[src/rtl/instr_loader_pkg.sv]
// Shared definitions for the boot loader: loader state encoding, frame
// geometry and the image-length acceptance rule.
//
// Frame byte order on the Rx stream:
//   LEN_LO, LEN_HI          16-bit word count N, little-endian
//   4*N payload bytes       each word little-endian (byte 0 -> bits 7:0)
//   CHK                     XOR of every preceding frame byte
package instr_loader_pkg;

  localparam int DEF_DEPTH_WORDS = 64;
  localparam int BYTE_W          = 8;
  localparam int WORD_W          = 32;

  typedef enum logic [2:0] {
    LD_LEN_LO  = 3'd0,
    LD_LEN_HI  = 3'd1,
    LD_PAYLOAD = 3'd2,
    LD_CHK     = 3'd3,
    LD_DONE    = 3'd4,
    LD_ERROR   = 3'd5
  } ld_state_t;

  // An image is loadable when it has at least one word and fits the memory.
  function automatic logic len_ok(input logic [15:0] n, input int unsigned depth);
    return (n != 16'd0) && ({16'd0, n} <= depth);
  endfunction

endpackage

[src/rtl/instr_loader_word_packer.sv]
// Packs accepted payload bytes into a 32-bit little-endian word and pulses
// word_ready for one cycle once the fourth byte of a word is in place.
module word_packer
  import instr_loader_pkg::*;
(
  input  logic              clk,
  input  logic              rst,
  input  logic [BYTE_W-1:0] byte_in,
  input  logic              load,
  output logic [WORD_W-1:0] word,
  output logic              word_ready,
  output logic              last_byte
);

  logic [1:0] b;

  // The next load completes the current word.
  assign last_byte = (b == 2'd3);

  // Insert each byte into its lane; the full word and its pulse appear together.
  always_ff @(posedge clk or posedge rst) begin
    if (rst) begin
      b          <= 2'd0;
      word       <= '0;
      word_ready <= 1'b0;
    end else begin
      word_ready <= load && last_byte;
      if (load) begin
        word[{b, 3'b000} +: BYTE_W] <= byte_in;
        b                           <= b + 2'd1;
      end
    end
  end

endmodule

[src/rtl/instr_loader.sv]
// Boot loader: parses a length-prefixed, XOR-checked byte frame, writes the
// packed words into instruction memory and releases the core reset only after
// the whole image and its checksum have been accepted.
module instr_loader
  import instr_loader_pkg::*;
#(
  parameter int DEPTH_WORDS = DEF_DEPTH_WORDS,
  parameter int ADDR_W      = $clog2(DEPTH_WORDS)
) (
  input  logic              CLK,
  input  logic              RST,
  input  logic [BYTE_W-1:0] RxData,
  input  logic              RxValid,
  output logic              RxReady,
  output logic              WE,
  output logic [ADDR_W-1:0] WA,
  output logic [WORD_W-1:0] WD,
  output logic              CoreRST,
  output logic              Done,
  output logic              Error
);

  ld_state_t         state;
  ld_state_t         nxt;
  logic              accept;
  logic              pk_load;
  logic              pk_last;
  logic              rx_ready_nxt;
  logic [BYTE_W-1:0] len_lo;
  logic [15:0]       len_word;
  logic [ADDR_W-1:0] nlast;
  logic [BYTE_W-1:0] csum;

  assign accept   = RxValid && RxReady;
  assign pk_load  = accept && (state == LD_PAYLOAD);
  assign len_word = {RxData, len_lo};

  word_packer u_packer (
    .clk        (CLK),
    .rst        (RST),
    .byte_in    (RxData),
    .load       (pk_load),
    .word       (WD),
    .word_ready (WE),
    .last_byte  (pk_last)
  );

  // Frame parsing: advance only on accepted bytes, DONE/ERROR are terminal.
  always_comb begin
    nxt          = state;
    rx_ready_nxt = 1'b0;
    case (state)
      LD_LEN_LO:  if (accept) nxt = LD_LEN_HI;
      LD_LEN_HI:  if (accept) nxt = len_ok(len_word, DEPTH_WORDS) ? LD_PAYLOAD : LD_ERROR;
      // WA still holds the index of the word being completed here.
      LD_PAYLOAD: if (pk_load && pk_last && (WA == nlast)) nxt = LD_CHK;
      LD_CHK:     if (accept) nxt = (RxData == csum) ? LD_DONE : LD_ERROR;
      LD_DONE:    nxt = LD_DONE;
      LD_ERROR:   nxt = LD_ERROR;
      default:    nxt = LD_ERROR;
    endcase
    rx_ready_nxt = (nxt != LD_DONE) && (nxt != LD_ERROR);
  end

  // State register plus registered handshake/status outputs.
  always_ff @(posedge CLK or posedge RST) begin
    if (RST) begin
      state   <= LD_LEN_LO;
      RxReady <= 1'b0;
      CoreRST <= 1'b1;
      Done    <= 1'b0;
      Error   <= 1'b0;
    end else begin
      state   <= nxt;
      RxReady <= rx_ready_nxt;
      CoreRST <= (state != LD_DONE);
      Done    <= (state == LD_DONE);
      Error   <= (state == LD_ERROR);
    end
  end

  // Length capture, running checksum and write address.
  always_ff @(posedge CLK or posedge RST) begin
    if (RST) begin
      len_lo <= '0;
      nlast  <= '0;
      csum   <= '0;
      WA     <= '0;
    end else begin
      if (accept && (state == LD_LEN_LO)) len_lo <= RxData;
      if (accept && (state == LD_LEN_HI)) nlast  <= ADDR_W'(len_word - 16'd1);
      if (accept && ((state == LD_LEN_LO) || (state == LD_LEN_HI) || (state == LD_PAYLOAD)))
        csum <= csum ^ RxData;
      // Stop at the last word so WA never points past the image.
      if (WE && (WA != nlast)) WA <= WA + ADDR_W'(1);
    end
  end

endmodule
[config.mk]
export PLATFORM = sky130hd
export DESIGN_NAME = instr_loader
export DESIGN_NICKNAME = d
export VERILOG_FILES = /design/src/rtl/instr_loader_pkg.sv /design/src/rtl/instr_loader_word_packer.sv /design/src/rtl/instr_loader.sv
export SDC_FILE = /design/constraint.sdc
export NUM_CORES = 1
export LEC_CHECK = 0
export BUFFER_PORTS_ARGS = -buffer_cell sky130_fd_sc_hd__buf_2
export CAP_MARGIN = 20
export CORE_MARGIN = 2
export CORE_UTILIZATION = 30
export DETAILED_ROUTE_END_ITERATION = 16
export MAX_ROUTING_LAYER = met4
export PLACE_DENSITY_LB_ADDON = 0.05
export SKIP_CTS_REPAIR_TIMING = 1
export SLEW_MARGIN = 40
export SYNTH_ARGS = -nofsm -noshare
export SYNTH_HDL_FRONTEND = slang
export SYNTH_HIERARCHICAL = 1
export SYNTH_SLANG_ARGS = --single-unit
[constraint.sdc]
create_clock -name CLK -period 3.1 [get_ports CLK]
set_input_delay 0.775 -clock CLK [delete_from_list [all_inputs] [get_ports CLK]]
set_output_delay 0.775 -clock CLK [all_outputs]
set_load 0.02 [all_outputs]
==> flow_metrics.py, run 1 <==
metrics = {
    "placed_design": {
        "place_hpwl_um": 5300,
        "gp_congestion": 0.705,
        "io_buffers": 53,
        "dpl_cell_area_mm2": 0.00369,
    },
    "sta": {
        "worst_pin_slew_ns": 0.680,
        "hold_viol": 0,
        "fin_worst_skew_ns": 0.0140,
        "fin_crit_ns": 2.14,
        "finalCritPeriodShare": 0.691,
        "max_freq_ghz": 0.467,
        "setup_violations": 0,
        "max_slew_margin": 0.544,
        "rsz0062_at_grt": "no",
        "maxSlewViolCount": 0,
        "fin_tns_setup_ns": 0,
    },
    "logic_synthesis": {
        "synthArstFlopShare": 1.00,
        "synth_fp_nets": 294,
        "ys_seq_area_frac": 0.530,
        "synth.area.top_cells": "dfrtp_1, xnor2_1, a32o_1",
        "synth.most_common_cell": "dfrtp_1",
        "synth_edf_count": 0,
        "synth_ff_type": "dfrtp_1",
        "yosysTopAreaCell": "dfrtp_1",
        "mappedNetlistArea_mm2": 0.00331,
        "netlist_top_cells_count": "dfrtp_1, nand2_1, xnor2_1",
        "syn_avg_cell_area_um2": 12.1,
        "ys_warn_count": 6,
        "synth_cell_types": 44,
        "synth_top_area_share": 0.522,
        "ys_ff_latch": 70,
        "syn_inst": 274,
    },
    "hold_path": {
        "hp-class": "reg -> reg",
        "holdPathStages": 1,
    },
    "grt": {
        "grt_max_degree": 36,
        "grt_pass1_vias": 2501,
        "grt_antenna_before_repair": 0,
        "grtUsageTotal": 0.154,
        "overflow": 0,
        "grt_pass1_wl_um": 13300,
    },
    "detailed_routing": {
        "vias": 2287,
        "drt_first_pass_iters": 4,
        "detail_route.vias_per_cell": 4.85,
        "final_antenna_net_count": 0,
        "drtIter0Drc": 78,
        "drcViolationCount": 0,
        "wl_um": 8110,
        "routedWlPerCell_um": 17.2,
    },
    "floorplan": {
        "top_level_ports": 54,
        "dieArea_mm2": 0.0119,
        "die_w_um": 109,
        "design.core.area_mm2": 0.0108,
        "rows": 38,
        "die_h_um": 109,
        "start_util": 0.307,
    },
    "flow_run": {
        "max_cap_violations": 0,
    },
    "status": {
        "status": "completed",
    },
    "power": {
        "powerDensity_mw_per_mm2": 554,
        "worst_ir_drop_vdd_mv": 0.235,
        "power.total_uw": 2200,
        "leakagePower_uw": 0.00186,
    },
    "cells_and_area": {
        "syn2layout_area_growth_pct": 19.8,
        "antenna_cells": 0,
        "layout-drive-gt1-share": 0.292,
        "design_area_mm2": 0.00396,
        "nets": 347,
    },
    "critical_path": {
        "worstPathArrival_ns": 2.42,
        "critPathCaptureType": "flip-flop",
        "crit_required_ns": 3.38,
        "critPathLaunchType": "flip-flop",
        "reg2reg_depth": 4,
        "critPathKind": "reg -> reg",
        "rrSetupSlack_ns": 0.96,
        "critical_path.max_fanout": 15,
    },
    "clock_tree": {
        "numCtsBuffers": 9,
        "insertion_delay_ns": 0.34,
        "clkSlewWorstSetupHoldPaths_ns": 0.08,
        "clock-sinks": 70,
        "cts_root_buf": "clkbuf_8",
        "tritoncts": "built",
        "clockBufferDepth": 2,
        "htree_levels": 3,
    },
}
-- routing by layer --
| metal | GRT usage | up-vias | wire length, µm |
|---|---|---|---|
| met5 | - | - | 0 |
| met4 | 0.0495 | 0 | 75 |
| met3 | 0.0269 | 7 | 257 |
| met2 | 0.248 | 47 | 3990 |
| met1 | 0.196 | 1132 | 3790 |
| li1 | - | 1101 | - |
-- logic make-up after synthesis --
logic type / count (synthesis) / synth area share
and+or+nand+nor: 78 / 0.140
muxes: 7 / 0.0238
xor gates and xnor gates: 32 / 0.0847
buffers and inverters: 23 / 0.0378
DFF: 70 / 0.530
AOI/OAI and AO/OA: 55 / 0.150
adders and majority gates: 9 / 0.0340
-- path summary, 6_finish.rpt --
check | start | end
max in group asynchronous | RST | u_packer/word_ready
hold / removal | u_packer/word[0] | u_packer/word[0]
setup reg to reg | u_packer/b[0] | u_packer/word[27]
hold reg to reg | u_packer/word[0] | u_packer/word[0]
setup / recovery | u_packer/b[0] | u_packer/word[27]
min in group asynchronous | RST | u_packer/word[19]
-- critical path, stage by stage (launching register included) --
cell	delay [ns]
dfrtp_1	0.63
inv_1	0.16
ha_1	0.49
nor2b_1	0.55
a32o_1	0.25
-- sequential cells by signal (all words and copies together) (netlist names) --
signal	cells
CoreRST	1
nlast	6
RxReady	1
u_packer/word	32
Done	1
Error	1
len_lo	8
csum	8
u_packer/b	2
state	3
WA	6
u_packer/word_ready	1
-- placed cells by master (no fill, tap or decap), types with 2 or more instances in the layout --
cell,count
nand3_1,13
mux2_2,7
o21ai_0,10
nor2b_1,2
nand2_1,26
inv_1,7
o31ai_1,2
o2bb2ai_1,8
nor2_1,5
dfrtp_1,69
o2bb2ai_2,8
clkbuf_8,10
bufinv_16,4
a21oi_1,4
xor2_1,13
a32o_1,16
and3b_1,2
nand4b_1,8
xnor2_1,19
buf_2,53
nand4_1,4
nor4_1,3
a211oi_1,2
nor3_1,2
buf_4,5
or3b_1,2
ha_1,9
-- power by group --
part           internal, µW  total [µW]  switching, µW
clock network           642         995            354
logic                  90.9         186           95.3
registers               968        1020           47.7
total                  1700        2200            497
-- stage by stage --
step / cells / worst slack [ns] / util / hold WS (ns)
floorplan: 274 / 1.08 / - / 0.465
global placement: 456 / 0.731 / 0.342 / 0.474
detailed placement: 456 / 0.707 / 0.342 / 0.472
CTS: 472 / 0.979 / 0.367 / 0.494
global route: 472 / 0.848 / 0.367 / 0.514
finish: 472 / 0.959 / 0.367 / 0.486
-- cell type report --
class	instances	area (µm²)
fillers	1098	6830
flip-flops and latches	70	1750
multi-input cells	181	1440
repair buffers	58	303
well taps	140	175
clock buffers	11	141
clock inverters	5	129
inverters	7	26.3
Power figures use the tool's default switching activity.
==> inputs of run 2 (changes only) <==
clock period = 2 ns   (was 3.1 ns; I/O delays follow)
==> run 2 against run 1 <==
Against the previous run: utilization rose by 0.88 points; sequential power up 54%; sequential cell count unchanged; cell area increased by 2.4%; first-iteration DRC count up 44%; combinational power increased by 64%; wire length grew 5.0%; global-route usage increased by 0.69 points; critical path type unchanged.
==> flow_metrics.py, run 2 (synthesis gave the netlist of run 1 again) <==
metrics = {
    "status": {
        "status": "completed",
    },
    "power": {
        "combPwrFrac": 0.095,
        "powerDensity_mw_per_mm2": 793,
        "p_int_uw": 2420,
        "worst_ir_drop_vdd_mv": 0.378,
        "power_switching_uw": 800,
        "leakagePower_uw": 0.00192,
        "clkPwrFrac": 0.416,
        "seq_power_share": 0.489,
        "switching_share": 0.248,
    },
    "placed_design": {
        "place_hpwl_um": 5770,
        "placed_cells": 472,
        "io_buffers": 53,
        "post-place-ws_ns": -0.0145,
        "gp_congestion": 0.731,
    },
    "detailed_routing": {
        "met1_length_um": 4160,
        "top_layer_used": "met4",
        "final_antenna_net_count": 0,
        "routedWlPerCell_um": 17.5,
        "detail_route.vias_per_cell": 4.85,
        "drcViolationCount": 0,
        "met2_length_um": 3970,
        "drt_first_pass_iters": 4,
        "vias": 2369,
        "wl_um": 8520,
        "drtIter0Drc": 112,
        "dr_wl_met3_um": 303,
    },
    "sta": {
        "holdWs_ns": 0.254,
        "fin_crit_ns": 1.91,
        "worst_pin_slew_ns": 0.587,
        "hold_viol": 0,
        "finalCritPeriodShare": 0.953,
        "max_slew_margin": 0.608,
        "rsz0062_at_grt": "no",
        "worst_slack_ns": 0.0948,
        "fin_worst_skew_ns": 0.0115,
        "setup_violations": 0,
        "max_freq_ghz": 0.525,
        "maxSlewViolCount": 0,
    },
    "clock_tree": {
        "clkSlewWorstSetupHoldPaths_ns": 0.08,
        "numCtsBuffers": 9,
        "cts_root_buf": "clkbuf_8",
        "clock-sinks": 70,
        "insertion_delay_ns": 0.35,
        "clockBufferDepth": 2,
        "tritoncts": "built",
        "htree_levels": 3,
    },
    "floorplan": {
        "die_w_um": 109,
        "design.core.area_mm2": 0.0108,
        "die_h_um": 109,
        "top_level_ports": 54,
        "dieArea_mm2": 0.0119,
        "rows": 38,
        "start_util": 0.307,
    },
    "critical_path": {
        "critical_path.max_fanout": 4,
        "critPathLaunchType": "flip-flop",
        "crit_required_ns": 2.28,
        "critPathCaptureType": "flip-flop",
        "worstPathArrival_ns": 2.18,
        "critPathKind": "reg -> reg",
    },
    "hold_path": {
        "hp-class": "in -> async",
    },
    "cells_and_area": {
        "antenna_cells": 0,
        "nets": 363,
        "reg_top3": "u_packer/word: 32 flops, csum: 8 flops, len_lo: 8 flops",
        "stdcell_count": 488,
        "largest_reg_flops": 32,
        "layout-drive-gt1-share": 0.328,
        "regMostFlops": "u_packer/word",
        "layout_commonest_cell": "dfrtp_1",
        "final_cell_mix": "dfrtp_1, buf_2, nand2_1",
        "syn2layout_area_growth_pct": 22.6,
        "final_core_util": 0.376,
    },
    "grt": {
        "grt_max_degree": 36,
        "grt_antenna_before_repair": 0,
        "grt_pass1_wl_um": 13800,
        "overflow": 0,
        "grt_pass1_vias": 2453,
        "grtUsageTotal": 0.161,
    },
    "flow_run": {
        "max_cap_violations": 0,
    },
}
run 2: changes by cell type in the layout (fill, tap and decap cells not counted), sizes merged:
cell / change
bufinv: -2
inv: -1
clkinv: +2
buf: +16
clkinvlp: +1
run 2: worst paths after layout:
| check | from | to | slack [ns] | cells after the start |
|---|---|---|---|---|
| max | len_lo[3] | state[1] | 0.09 | 4 |
| min | RST | u_packer/word[21] | 0.25 | 3 |
| max reg2reg | len_lo[3] | state[1] | 0.09 | 4 |
| min reg2reg | u_packer/word[7] | u_packer/word[7] | 0.49 | 1 |
| max in group asynchronous | RST | CoreRST | 1.39 | 3 |
| min in group CLK | RxData[5] | csum[5] | 0.49 | 3 |
run 2: final cells by class:
cell class / instances / area [µm²]
multi-input cells: 181 / 1440
well taps: 140 / 175
clock inverters: 5 / 81.3
inverters: 7 / 26.3
fillers: 1104 / 6730
flip-flops and latches: 70 / 1750
clock buffers: 11 / 151
repair buffers: 74 / 435
run 2: per-layer routing:
| metal | global-route usage | vias to the layer above |
|---|---|---|
| met5 | - | - |
| met4 | 0.0440 | 0 |
| met3 | 0.0383 | 8 |
| met2 | 0.248 | 46 |
| met1 | 0.212 | 1175 |
| li1 | - | 1140 |
run 2: worst max-delay path: stages, from the launching register on:
cell	delay (ns)
dfrtp_1	0.42
or3_4	0.39
or4b_4	0.53
a211oi_2	0.32
a22o_1	0.19
run 2: power groups by stage:
stage	clock (µW)	sequential [µW]	combinational, µW
2_1_floorplan	0	1590	194
3_3_place_gp	0	1600	316
3_5_place_dp	0	1600	314
4_1_cts	1380	1580	313
5_1_grt	1460	1590	343
6_report	1340	1570	305
run 2: metrics by stage:
stage                     total power [µW]  setup TNS (ns)  area, µm²
after detailed placement              1910         -0.0409       3830
final                                 3220               0       4060
after CTS                             3270               0       4060
after floorplan                       1790               0       3310
after global placement                1920        -0.00140       3830
after global routing                  3390               0       4060
==> inputs of run 3 (changes only) <==
CAP_MARGIN = not set   (was 20)
CORE_UTILIZATION = 40   (was 30)
TNS_END_PERCENT = 1   (was not set)
==> run 3 against run 2 <==
Against the previous run: setup slack lost 0.0084 ns; fmax shrank 0.44%; critical path depth is the same; combinational power shrank 4%.
==> flow_metrics.py, run 3 (synthesis gave the netlist of run 1 again) <==
metrics = {
    "status": {
        "status": "completed",
    },
    "cells_and_area": {
        "layout_commonest_cell": "dfrtp_1",
        "regMostFlops": "u_packer/word",
        "multiInputGateArea_mm2": 0.00144,
        "antenna_cells": 0,
        "nets": 360,
        "layout-drive-gt1-share": 0.319,
        "largest_reg_flops": 32,
        "ff_latch_area_mm2": 0.00175,
        "syn2layout_area_growth_pct": 20.3,
        "final_core_util": 0.489,
        "nFillCells": 763,
        "reg_top3": "u_packer/word: 32 flops, csum: 8 flops, len_lo: 8 flops",
        "final_cell_mix": "dfrtp_1, buf_2, nand2_1",
    },
    "sta": {
        "finalCritPeriodShare": 0.957,
        "rsz0062_at_grt": "no",
        "max_slew_margin": 0.609,
        "setup_violations": 0,
        "hold_viol": 0,
        "fin_tns_setup_ns": 0,
        "fin_crit_ns": 1.91,
        "fin_worst_skew_ns": 0.0106,
        "max_freq_ghz": 0.523,
        "maxSlewViolCount": 0,
        "worst_pin_slew_ns": 0.586,
    },
    "floorplan": {
        "die_w_um": 95.0,
        "design.core.area_mm2": 0.00813,
        "dieArea_mm2": 0.00902,
        "start_util": 0.407,
        "rows": 33,
        "die_h_um": 95.0,
        "top_level_ports": 54,
    },
    "detailed_routing": {
        "final_antenna_net_count": 0,
        "detail_route.vias_per_cell": 5.16,
        "drt_first_pass_iters": 4,
        "routedWlPerCell_um": 16.7,
        "drtIter0Drc": 76,
        "vias": 2321,
        "drcViolationCount": 0,
        "wl_um": 7500,
    },
    "clock_tree": {
        "numCtsBuffers": 9,
        "insertion_delay_ns": 0.36,
        "clkSlewWorstSetupHoldPaths_ns": 0.08,
        "htree_levels": 3,
        "clockBufferDepth": 2,
        "clock-sinks": 70,
        "cts_root_buf": "clkbuf_8",
        "tritoncts": "built",
    },
    "critical_path": {
        "critPathLaunchType": "flip-flop",
        "critical_path.max_fanout": 4,
        "cp-startpoint": "len_lo[3]",
        "worstPathArrival_ns": 2.21,
        "rr_startpoint": "len_lo[3]",
        "critPathKind": "reg -> reg",
        "crit_required_ns": 2.30,
        "critPathCaptureType": "flip-flop",
    },
    "grt": {
        "grtUsageTotal": 0.190,
        "grt_pass1_vias": 2326,
        "grt_max_degree": 36,
        "grt_antenna_before_repair": 0,
        "grt_pass1_wl_um": 12300,
        "overflow": 0,
    },
    "power": {
        "powerDensity_mw_per_mm2": 785,
        "worst_ir_drop_vdd_mv": 0.389,
        "leakagePower_uw": 0.00190,
    },
    "placed_design": {
        "place_hpwl_um": 5070,
        "gp_congestion": 0.772,
        "io_buffers": 53,
    },
    "hold_path": {
        "hp-class": "in -> async",
    },
    "flow_run": {
        "max_cap_violations": 0,
    },
}
-- run 3: worst paths after layout --
| check | endpoint | slack [ns] | cells past startpoint |
|---|---|---|---|
| setup / recovery | state[1] | 0.09 | 4 |
| hold / removal | csum[4] | 0.25 | 3 |
| setup reg to reg | state[1] | 0.09 | 4 |
| hold reg to reg | csum[2] | 0.49 | 1 |
| max in group asynchronous | CoreRST | 1.41 | 3 |
| min in group CLK | csum[2] | 0.49 | 1 |
-- run 3: layout make-up --
class / count / area share
Clock buffer: 10 / 0.0321
Clock inverter: 6 / 0.0217
Inverter: 7 / 0.00660
Multi-Input combinational cell: 181 / 0.363
Sequential cell: 70 / 0.440
Tap cell: 105 / 0.0330
Timing Repair Buffer: 71 / 0.104
-- run 3: worst max-delay path: stages, from the launching register on --
cell      delay, ns
dfrtp_1        0.42
or3_4          0.39
or4b_4         0.55
a211oi_4       0.31
a22o_1         0.18
-- run 3: report_power, final --
group          switching [µW]  internal (µW)
clock network             558            700
logic                     149            145
registers                72.1           1500
total                     779           2350
-- run 3: through the flow --
| stage | setup WS [ns] | hold WS, ns | cells | power, µW | area (µm²) |
|---|---|---|---|---|---|
| after floorplan | 0.110 | 0.465 | 274 | 1790 | 3310 |
| after global placement | 0.0735 | 0.469 | 434 | 1900 | 3760 |
| after detailed placement | 0.0620 | 0.470 | 434 | 1900 | 3760 |
| after CTS | 0.0360 | 0.253 | 450 | 3160 | 3970 |
| after global routing | 0.0300 | 0.271 | 450 | 3270 | 3980 |
| final | 0.0864 | 0.245 | 450 | 3120 | 3980 |
-- run 3: per-layer routing --
layer	GRT usage	vias to the layer above	share of wire	wire, µm
li1	-	1125	-	-
met1	0.245	1143	0.47	3560
met2	0.294	40	0.48	3620
met3	0.0335	13	0.025	189
met4	0.0797	0	0.018	136
met5	-	-	0	0
